<file path="src/rtl/camlcd_pkg.sv">
// Shared camera/LCD definitions: FSM encoding, word packing field positions
// (common to the write arbiter and the read unpacker) and default frame geometry.
package camlcd_pkg;

  typedef enum logic [1:0] {
    IDLE     = 2'd0,
    PREFETCH = 2'd1,
    RUN      = 2'd2,
    DONE     = 2'd3
  } state_e;

  localparam int PIX_W    = 10;
  localparam int G_HALF_W = 5;

  // word 1 = {unused, G[9:5], B}, word 2 = {unused, G[4:0], R}
  localparam int W1_G_LSB = 10;
  localparam int W1_B_LSB = 0;
  localparam int W2_G_LSB = 10;
  localparam int W2_R_LSB = 0;

  localparam int LCD_H            = 800;
  localparam int LCD_V            = 480;
  localparam int DEF_FRAME_PIXELS = LCD_H * LCD_V;
  localparam int DEF_CNT_W        = 19;

  typedef struct packed {
    logic [PIX_W-1:0] r;
    logic [PIX_W-1:0] g;
    logic [PIX_W-1:0] b;
  } pixel_t;

  // Bit 15 of each word carries nothing, so only the low 15 bits are taken.
  function automatic pixel_t unpack_words(input logic [14:0] w1, input logic [14:0] w2);
    pixel_t p;
    p.g = {w1[W1_G_LSB +: G_HALF_W], w2[W2_G_LSB +: G_HALF_W]};
    p.b = w1[W1_B_LSB +: PIX_W];
    p.r = w2[W2_R_LSB +: PIX_W];
    return p;
  endfunction

endpackage

</file>
<file path="src/rtl/sdram_pixel_unpacker_pix_buf.sv">
// pix_buf: small synchronous FIFO of unpacked pixels (DEPTH x 30 bits).
// dout is the current head; a simultaneous push and pop leaves the count
// unchanged and the pop returns the old head. clear wins over push/pop.
module pix_buf
  import camlcd_pkg::*;
#(
  parameter int DEPTH = 4
) (
  input  logic                   iClk,
  input  logic                   iRst_n,
  input  logic                   push,
  input  logic                   pop,
  input  logic                   clear,
  input  pixel_t                 din,
  output pixel_t                 dout,
  output logic                   full,
  output logic                   empty,
  output logic [$clog2(DEPTH):0] count
);

  localparam int PTR_W = $clog2(DEPTH);
  localparam logic [PTR_W:0] DEPTH_C = (PTR_W+1)'(DEPTH);

  pixel_t           mem_q [DEPTH];
  pixel_t           mem_d [DEPTH];
  logic [PTR_W-1:0] wr_q, wr_d;
  logic [PTR_W-1:0] rd_q, rd_d;
  logic [PTR_W:0]   cnt_q, cnt_d;
  logic             do_push, do_pop;

  // next storage, pointer and occupancy values
  always_comb begin
    mem_d   = mem_q;
    wr_d    = wr_q;
    rd_d    = rd_q;
    cnt_d   = cnt_q;
    do_push = push && ((cnt_q != DEPTH_C) || pop);
    do_pop  = pop && (cnt_q != '0);
    if (clear) begin
      wr_d  = '0;
      rd_d  = '0;
      cnt_d = '0;
    end else begin
      if (do_push) begin
        mem_d[wr_q] = din;
        wr_d        = wr_q + PTR_W'(1);
      end
      if (do_pop) begin
        rd_d = rd_q + PTR_W'(1);
      end
      case ({do_push, do_pop})
        2'b10:   cnt_d = cnt_q + (PTR_W+1)'(1);
        2'b01:   cnt_d = cnt_q - (PTR_W+1)'(1);
        default: cnt_d = cnt_q;
      endcase
    end
  end

  // register storage and pointers
  always_ff @(posedge iClk) begin
    if (!iRst_n) begin
      mem_q <= '{default: '0};
      wr_q  <= '0;
      rd_q  <= '0;
      cnt_q <= '0;
    end else begin
      mem_q <= mem_d;
      wr_q  <= wr_d;
      rd_q  <= rd_d;
      cnt_q <= cnt_d;
    end
  end

  assign dout  = mem_q[rd_q];
  assign full  = (cnt_q == DEPTH_C);
  assign empty = (cnt_q == '0);
  assign count = cnt_q;

endmodule

</file>
<file path="src/rtl/sdram_pixel_unpacker.sv">
// sdram_pixel_unpacker: pops paired words from the two SDRAM read FIFOs,
// unpacks them into a prefetch buffer and serves one pixel per LCD request.
// Optional build macro PIX_UNDERFLOW_CNT_EN enables the saturating underflow
// counter on oUnderflow_cnt; without it the port is tied to 0.
//
// state    | meaning
// ---------+---------------------------------------------------------------
// IDLE     | after reset, waiting for the first frame start
// PREFETCH | filling the buffer ahead of the first LCD request
// RUN      | fetching and delivering the frame
// DONE     | whole frame delivered, no fetching, requests answered with 0s
module sdram_pixel_unpacker
  import camlcd_pkg::*;
#(
  parameter int BUF_DEPTH    = 4,
  parameter int FRAME_PIXELS = DEF_FRAME_PIXELS,
  parameter int CNT_W        = DEF_CNT_W
) (
  input  logic        iClk,
  input  logic        iRst_n,
  input  logic        iFrame_start,
  input  logic        iPix_req,
  input  logic        iRd1_empty,
  input  logic        iRd2_empty,
  input  logic [15:0] iRd1_data,
  input  logic [15:0] iRd2_data,
  output logic        oRd_req,
  output logic        oPix_valid,
  output logic [9:0]  oR,
  output logic [9:0]  oG,
  output logic [9:0]  oB,
  output logic        oUnderflow,
  output logic        oFrame_err,
  output logic [15:0] oUnderflow_cnt
);

  localparam int CW = $clog2(BUF_DEPTH) + 1;
  localparam logic [CW:0]      DEPTH_L = (CW+1)'(BUF_DEPTH);
  localparam logic [CNT_W:0]   FRAME_L = (CNT_W+1)'(FRAME_PIXELS);
  localparam logic [CNT_W-1:0] FRAME_C = CNT_W'(FRAME_PIXELS);

  state_e           state_q, state_d;
  logic             inflight_q, inflight_d;
  logic [CNT_W-1:0] fetched_q, fetched_d;
  logic [CNT_W-1:0] delivered_q, delivered_d;
  logic             pix_valid_q, pix_valid_d;
  pixel_t           pix_q, pix_d;
  logic             underflow_q, underflow_d;
  logic             frame_err_q, frame_err_d;

  logic             rd_req;
  logic             buf_push, buf_pop, buf_clear;
  logic             buf_full, buf_empty;
  logic [CW-1:0]    buf_count;
  pixel_t           buf_head, buf_din;
  logic [CW:0]      occ_sum;
  logic [CNT_W:0]   fet_sum;
  logic             unused_bit15;

  assign unused_bit15 = iRd1_data[15] ^ iRd2_data[15];
  assign buf_din      = unpack_words(iRd1_data[14:0], iRd2_data[14:0]);
  assign occ_sum      = {1'b0, buf_count} + (CW+1)'(inflight_q);
  assign fet_sum      = {1'b0, fetched_q} + (CNT_W+1)'(inflight_q);

  pix_buf #(
    .DEPTH (BUF_DEPTH)
  ) u_buf (
    .iClk   (iClk),
    .iRst_n (iRst_n),
    .push   (buf_push),
    .pop    (buf_pop),
    .clear  (buf_clear),
    .din    (buf_din),
    .dout   (buf_head),
    .full   (buf_full),
    .empty  (buf_empty),
    .count  (buf_count)
  );

  // FSM state register
  always_ff @(posedge iClk) begin
    if (!iRst_n) state_q <= IDLE;
    else         state_q <= state_d;
  end

  // FSM next state; a frame start restarts prefetch from any state
  always_comb begin
    state_d = state_q;
    if (iFrame_start) begin
      state_d = PREFETCH;
    end else begin
      case (state_q)
        PREFETCH: if (buf_full || iPix_req)      state_d = RUN;
        RUN:      if (delivered_q == FRAME_C)    state_d = DONE;
        default:  state_d = state_q;
      endcase
    end
  end

  // FSM output: pop both FIFOs while there is room and the frame is not fully fetched
  always_comb begin
    rd_req = 1'b0;
    if ((state_q == PREFETCH || state_q == RUN) && !iRd1_empty && !iRd2_empty &&
        (occ_sum < DEPTH_L) && (fet_sum < FRAME_L)) begin
      rd_req = 1'b1;
    end
  end

  // buffer control, pixel output and frame bookkeeping; frame start beats a same-cycle request
  always_comb begin
    buf_clear   = iFrame_start;
    buf_push    = inflight_q && !iFrame_start;
    buf_pop     = iPix_req && !buf_empty && !iFrame_start;
    inflight_d  = rd_req;
    pix_valid_d = iPix_req;
    pix_d       = pix_q;
    underflow_d = underflow_q;
    frame_err_d = iFrame_start && (state_q == PREFETCH || state_q == RUN);
    fetched_d   = fetched_q;
    delivered_d = delivered_q;

    if (iPix_req) begin
      pix_d = (iFrame_start || buf_empty) ? '0 : buf_head;
    end

    if (iFrame_start) begin
      underflow_d = 1'b0;
      fetched_d   = '0;
      delivered_d = '0;
    end else begin
      if (iPix_req && buf_empty)            underflow_d = 1'b1;
      if (buf_push && (fetched_q != '1))    fetched_d   = fetched_q + CNT_W'(1);
      if (buf_pop && (delivered_q != '1))   delivered_d = delivered_q + CNT_W'(1);
    end
  end

  // datapath registers
  always_ff @(posedge iClk) begin
    if (!iRst_n) begin
      inflight_q  <= 1'b0;
      fetched_q   <= '0;
      delivered_q <= '0;
      pix_valid_q <= 1'b0;
      pix_q       <= '0;
      underflow_q <= 1'b0;
      frame_err_q <= 1'b0;
    end else begin
      inflight_q  <= inflight_d;
      fetched_q   <= fetched_d;
      delivered_q <= delivered_d;
      pix_valid_q <= pix_valid_d;
      pix_q       <= pix_d;
      underflow_q <= underflow_d;
      frame_err_q <= frame_err_d;
    end
  end

`ifdef PIX_UNDERFLOW_CNT_EN
  logic [15:0] ucnt_q, ucnt_d;

  // saturating count of requests that found the buffer empty
  always_comb begin
    ucnt_d = ucnt_q;
    if (iFrame_start)                                   ucnt_d = '0;
    else if (iPix_req && buf_empty && (ucnt_q != '1))   ucnt_d = ucnt_q + 16'd1;
  end

  // underflow count register
  always_ff @(posedge iClk) begin
    if (!iRst_n) ucnt_q <= '0;
    else         ucnt_q <= ucnt_d;
  end

  assign oUnderflow_cnt = ucnt_q;
`else
  assign oUnderflow_cnt = '0;
`endif

  assign oRd_req    = rd_req;
  assign oPix_valid = pix_valid_q;
  assign oR         = pix_q.r;
  assign oG         = pix_q.g;
  assign oB         = pix_q.b;
  assign oUnderflow = underflow_q;
  assign oFrame_err = frame_err_q;

endmodule

</file>
<file path="config.mk">
export PLATFORM = sky130hd
export DESIGN_NAME = sdram_pixel_unpacker
export DESIGN_NICKNAME = d
export VERILOG_FILES = /design/src/rtl/camlcd_pkg.sv /design/src/rtl/sdram_pixel_unpacker_pix_buf.sv /design/src/rtl/sdram_pixel_unpacker.sv
export SDC_FILE = /design/constraint.sdc
export NUM_CORES = 1
export LEC_CHECK = 0
export CAP_MARGIN = 5
export CORE_UTILIZATION = 50
export CTS_CLUSTER_DIAMETER = 150
export DETAILED_ROUTE_END_ITERATION = 12
export PLACE_DENSITY = 0.73
export SYNTH_ARGS = -nofsm -noshare
export SYNTH_HDL_FRONTEND = slang
export SYNTH_SLANG_ARGS = --single-unit
export TNS_END_PERCENT = 1
</file>
<file path="constraint.sdc">
create_clock -name iClk -period 2.5 [get_ports iClk]
set_input_delay 0.25 -clock iClk [delete_from_list [all_inputs] [get_ports iClk]]
set_output_delay 0.25 -clock iClk [all_outputs]
set_load 0.01 [all_outputs]
</file>
==> results.sh <==
export IMPL_slew_headroom=0.4595
export IMPL_powerDensity_nw_per_um2=627.5
export IMPL_yosysSeqAreaShare=0.4477
export IMPL_via_per_inst=5.410
export IMPL_worstPathRequired_ns=2.25
export IMPL_vias=7027
export IMPL_hpwl_mm=12.63
export IMPL_hold_slack_ns=0.2335
export IMPL_cpLargestDelayFamily="simple AND/OR/NAND/NOR gates"
export IMPL_htreeDepth=1
export IMPL_cts_hold_buf=0
export IMPL_synth_top_flop_cell="dfxtp_1"
export IMPL_ios=88
export IMPL_clock_sinks=201
export IMPL_cp_arrival_ns=2.15
export IMPL_track_usage=0.2235
export IMPL_clk_pin_slew_ns=0.06
export IMPL_place_inst=1259
export IMPL_max_freq_ghz=0.4169
export IMPL_drt_first_pass_iters=4
export IMPL_grt_pass1_wl_mm=33.13
export IMPL_grt_pass1_vias=6644
export IMPL_syn2layout_area_growth_pct=18.44
export IMPL_timing_hold_worst_class="in2reg"
export IMPL_period_minus_slack_ns=2.398
export IMPL_fin_ws_ns=0.1015
export IMPL_cts_tree="yes"
export IMPL_r2r_end="u_buf.count[2]"
export IMPL_total_power_mw=6.680
export IMPL_layout_drive_gt1_share=0.1164
export IMPL_p_leak_nw=3.533
export IMPL_diodes=0
export IMPL_finalCritPeriodShare=0.9594
export IMPL_timing_worst_setup_path_type="reg2out"
export IMPL_die_x_um=136.1
export IMPL_die_area_um2=18520
export IMPL_gp_congestion=0.8383
export IMPL_async_reset_ff_frac=0
export IMPL_initial_core_util=0.5161
export IMPL_die_h_um=136.1
export IMPL_cp_slowest_cell="or4_1"
export IMPL_max_cap_viol_count=0
export IMPL_synth_warnings=0
export IMPL_path_cells="ha_4 > or4_1 > a31oi_2 > a21boi_2 > buf_2"
export IMPL_grt_overflow=0
export IMPL_max_stage_delay_ns=0.52
export IMPL_crit_buf_inv=1
export IMPL_critPathLaunchType="flip-flop"
export IMPL_synthesis_area_um2=8989
export IMPL_status="complete, no violations"
export IMPL_min_from="iRst_n"
export IMPL_ir_worst_vdd_uv=647.5
export IMPL_grt_max_degree=102
export IMPL_r2r_slack_ns=0.38
export IMPL_clk_latency_ns=0.50
export IMPL_drc=0
export IMPL_final_cells=1299
export IMPL_finalSetupViolCount=0
export IMPL_nets=1107
export IMPL_syn_avg_cell_area_um2=9.025
export IMPL_fillCellCount=1518
export IMPL_rsz0062_at_grt="false"
export IMPL_drv_slew=0
export IMPL_cts_buffers=22
export IMPL_synth_seq_cells=201
export IMPL_fp_row_count=48
export IMPL_hold_viol=0
export IMPL_min_to="fetched_q[1]"
export IMPL_cp_end_kind="output pin"
export IMPL_drtAntennaViolNets=0
export IMPL_postSynthCellCount=996
export IMPL_drt_iter0_markers=439
export IMPL_antenna_found_initial=0
export IMPL_avgRoutedWirePerCell_um=15.59
export IMPL_clock_path_buffers=3
export IMPL_worstMarginPinSlew_ns=0.8107
export IMPL_reg2reg_from="u_buf.count[0]"
export IMPL_r2r_cells=9
export IMPL_ys_types=56
export IMPL_synth_edf_count=0
export IMPL_portBuffers=69
export IMPL_core_um2=17420
export IMPL_dpl_worst_slack_ns=-0.02861
export IMPL_hold_path_depth=4
export IMPL_crit_fanout=2
export IMPL_finClkSkew_ns=0.006566
export IMPL_wl_mm=20.25
export IMPL_cts_root_buf="clkbuf_16"
power breakdown:
| group | total, mW | switching, mW | internal (mW) | leakage, nW |
|---|---|---|---|---|
| clock network | 3.20 | 1.26 | 1.94 | 0.356 |
| logic | 0.258 | 0.133 | 0.125 | 1.56 |
| registers | 3.22 | 0.00720 | 3.21 | 1.62 |
worst register-to-register path, cell delays in order (launching register included):
cell and delay [ns]:
dfxtp_1 0.37, nor3b_1 0.31, a21oi_1 0.13, inv_1 0.07, ha_1 0.16, inv_1 0.06
fa_1 0.37, xor2_1 0.15, or3_1 0.30, a21oi_1 0.13
cell families after synthesis:
group	count (synthesis)	synth area share
other	1	0.0004172
flip-flops	201	0.4477
buffers and inverters	95	0.05039
AND/OR/NAND/NOR	424	0.2188
adder cells (fa/ha/maj)	11	0.01615
XOR/XNOR	23	0.02241
AO/OA/AOI/OAI	209	0.1668
multiplexers	32	0.07739
synthesized netlist by cell type, types with 15 or more instances:
| master | count | area, µm² |
|---|---|---|
| mux4_2 | 30 | 675.7 |
| a22oi_1 | 30 | 225.2 |
| buf_2 | 29 | 145.1 |
| a21boi_1 | 16 | 120.1 |
| nor2b_1 | 34 | 212.7 |
| nand2_1 | 262 | 983.4 |
| a21boi_0 | 105 | 788.3 |
| dfxtp_1 | 201 | 4024 |
| buf_4 | 16 | 120.1 |
| nand3_1 | 15 | 75.07 |
| a21oi_1 | 18 | 90.09 |
| nor2_1 | 37 | 138.9 |
| clkbuf_1 | 36 | 135.1 |
placed cells by master (no fill, tap or decap), drive strengths merged, types with 30 or more instances in the layout:
cell type / instances
nand2: 262
dfxtp: 201
a21boi: 121
clkdlybuf4s50: 67
nor2: 39
buf: 37
nor2b: 34
clkbuf: 34
mux4: 30
a22oi: 30
registers in the layout (all words and copies together), names as in the netlist:
register and count:
inflight_q 1, oPix_valid 1, oB 10, u_buf.mem_q 120, u_buf.count 3, oR 10, oUnderflow 1, u_buf.wr_q 2
fetched_q 19, oG 10, u_buf.rd_q 2, oFrame_err 1, state_q 2, delivered_q 19
metrics by stage:
stage | instance area [µm²] | TNS [ns] | util
2_1_floorplan | 9045 | 0 | -
3_5_place_dp | 9903 | -0.02861 | 0.5686
5_1_grt | 10650 | 0 | 0.6113
3_3_place_gp | 9903 | -0.01997 | 0.5686
4_1_cts | 10640 | 0 | 0.6108
6_report | 10650 | 0 | 0.6113
layer usage:
metal / wire length [µm] / GRT usage / up-vias
met1: 9371 / 0.3087 / 3357
met4: 307 / 0.05062 / 0
met2: 9671 / 0.3683 / 142
met3: 899 / 0.03207 / 21
li1: - / - / 3507
met5: 0 / 0 / -
cell type report:
class	count	area, µm²	share of cell area
clock inverters	6	57.56	0.005406
multi-input cells	715	4591	0.4312
flip-flops and latches	201	4026	0.3782
repair buffers	104	970.9	0.09120
inverters	14	52.55	0.004936
well taps	225	281.5	0.02644
clock buffers	34	666.9	0.06264
worst max-delay path by stage:
stage | start | depth (start not counted) | end
3_5_place_dp | state_q[0] | 6 | oRd_req
3_3_place_gp | state_q[0] | 6 | oRd_req
4_1_cts | state_q[0] | 6 | oRd_req
5_1_grt | state_q[1] | 5 | oRd_req
2_1_floorplan | u_buf.count[0] | 9 | u_buf.count[2]
6_report | state_q[1] | 5 | oRd_req
timing repair:
| action | CTS | global route |
|---|---|---|
| pin swaps | 1 | 0 |
| gates resized for setup | 8 | 4 |
| gates cloned | 0 | 0 |
| endpoints found under the setup margin | 1 | 1 |
| setup buffers | 0 | 0 |
No activity file was read; power rests on OpenSTA's default activity.
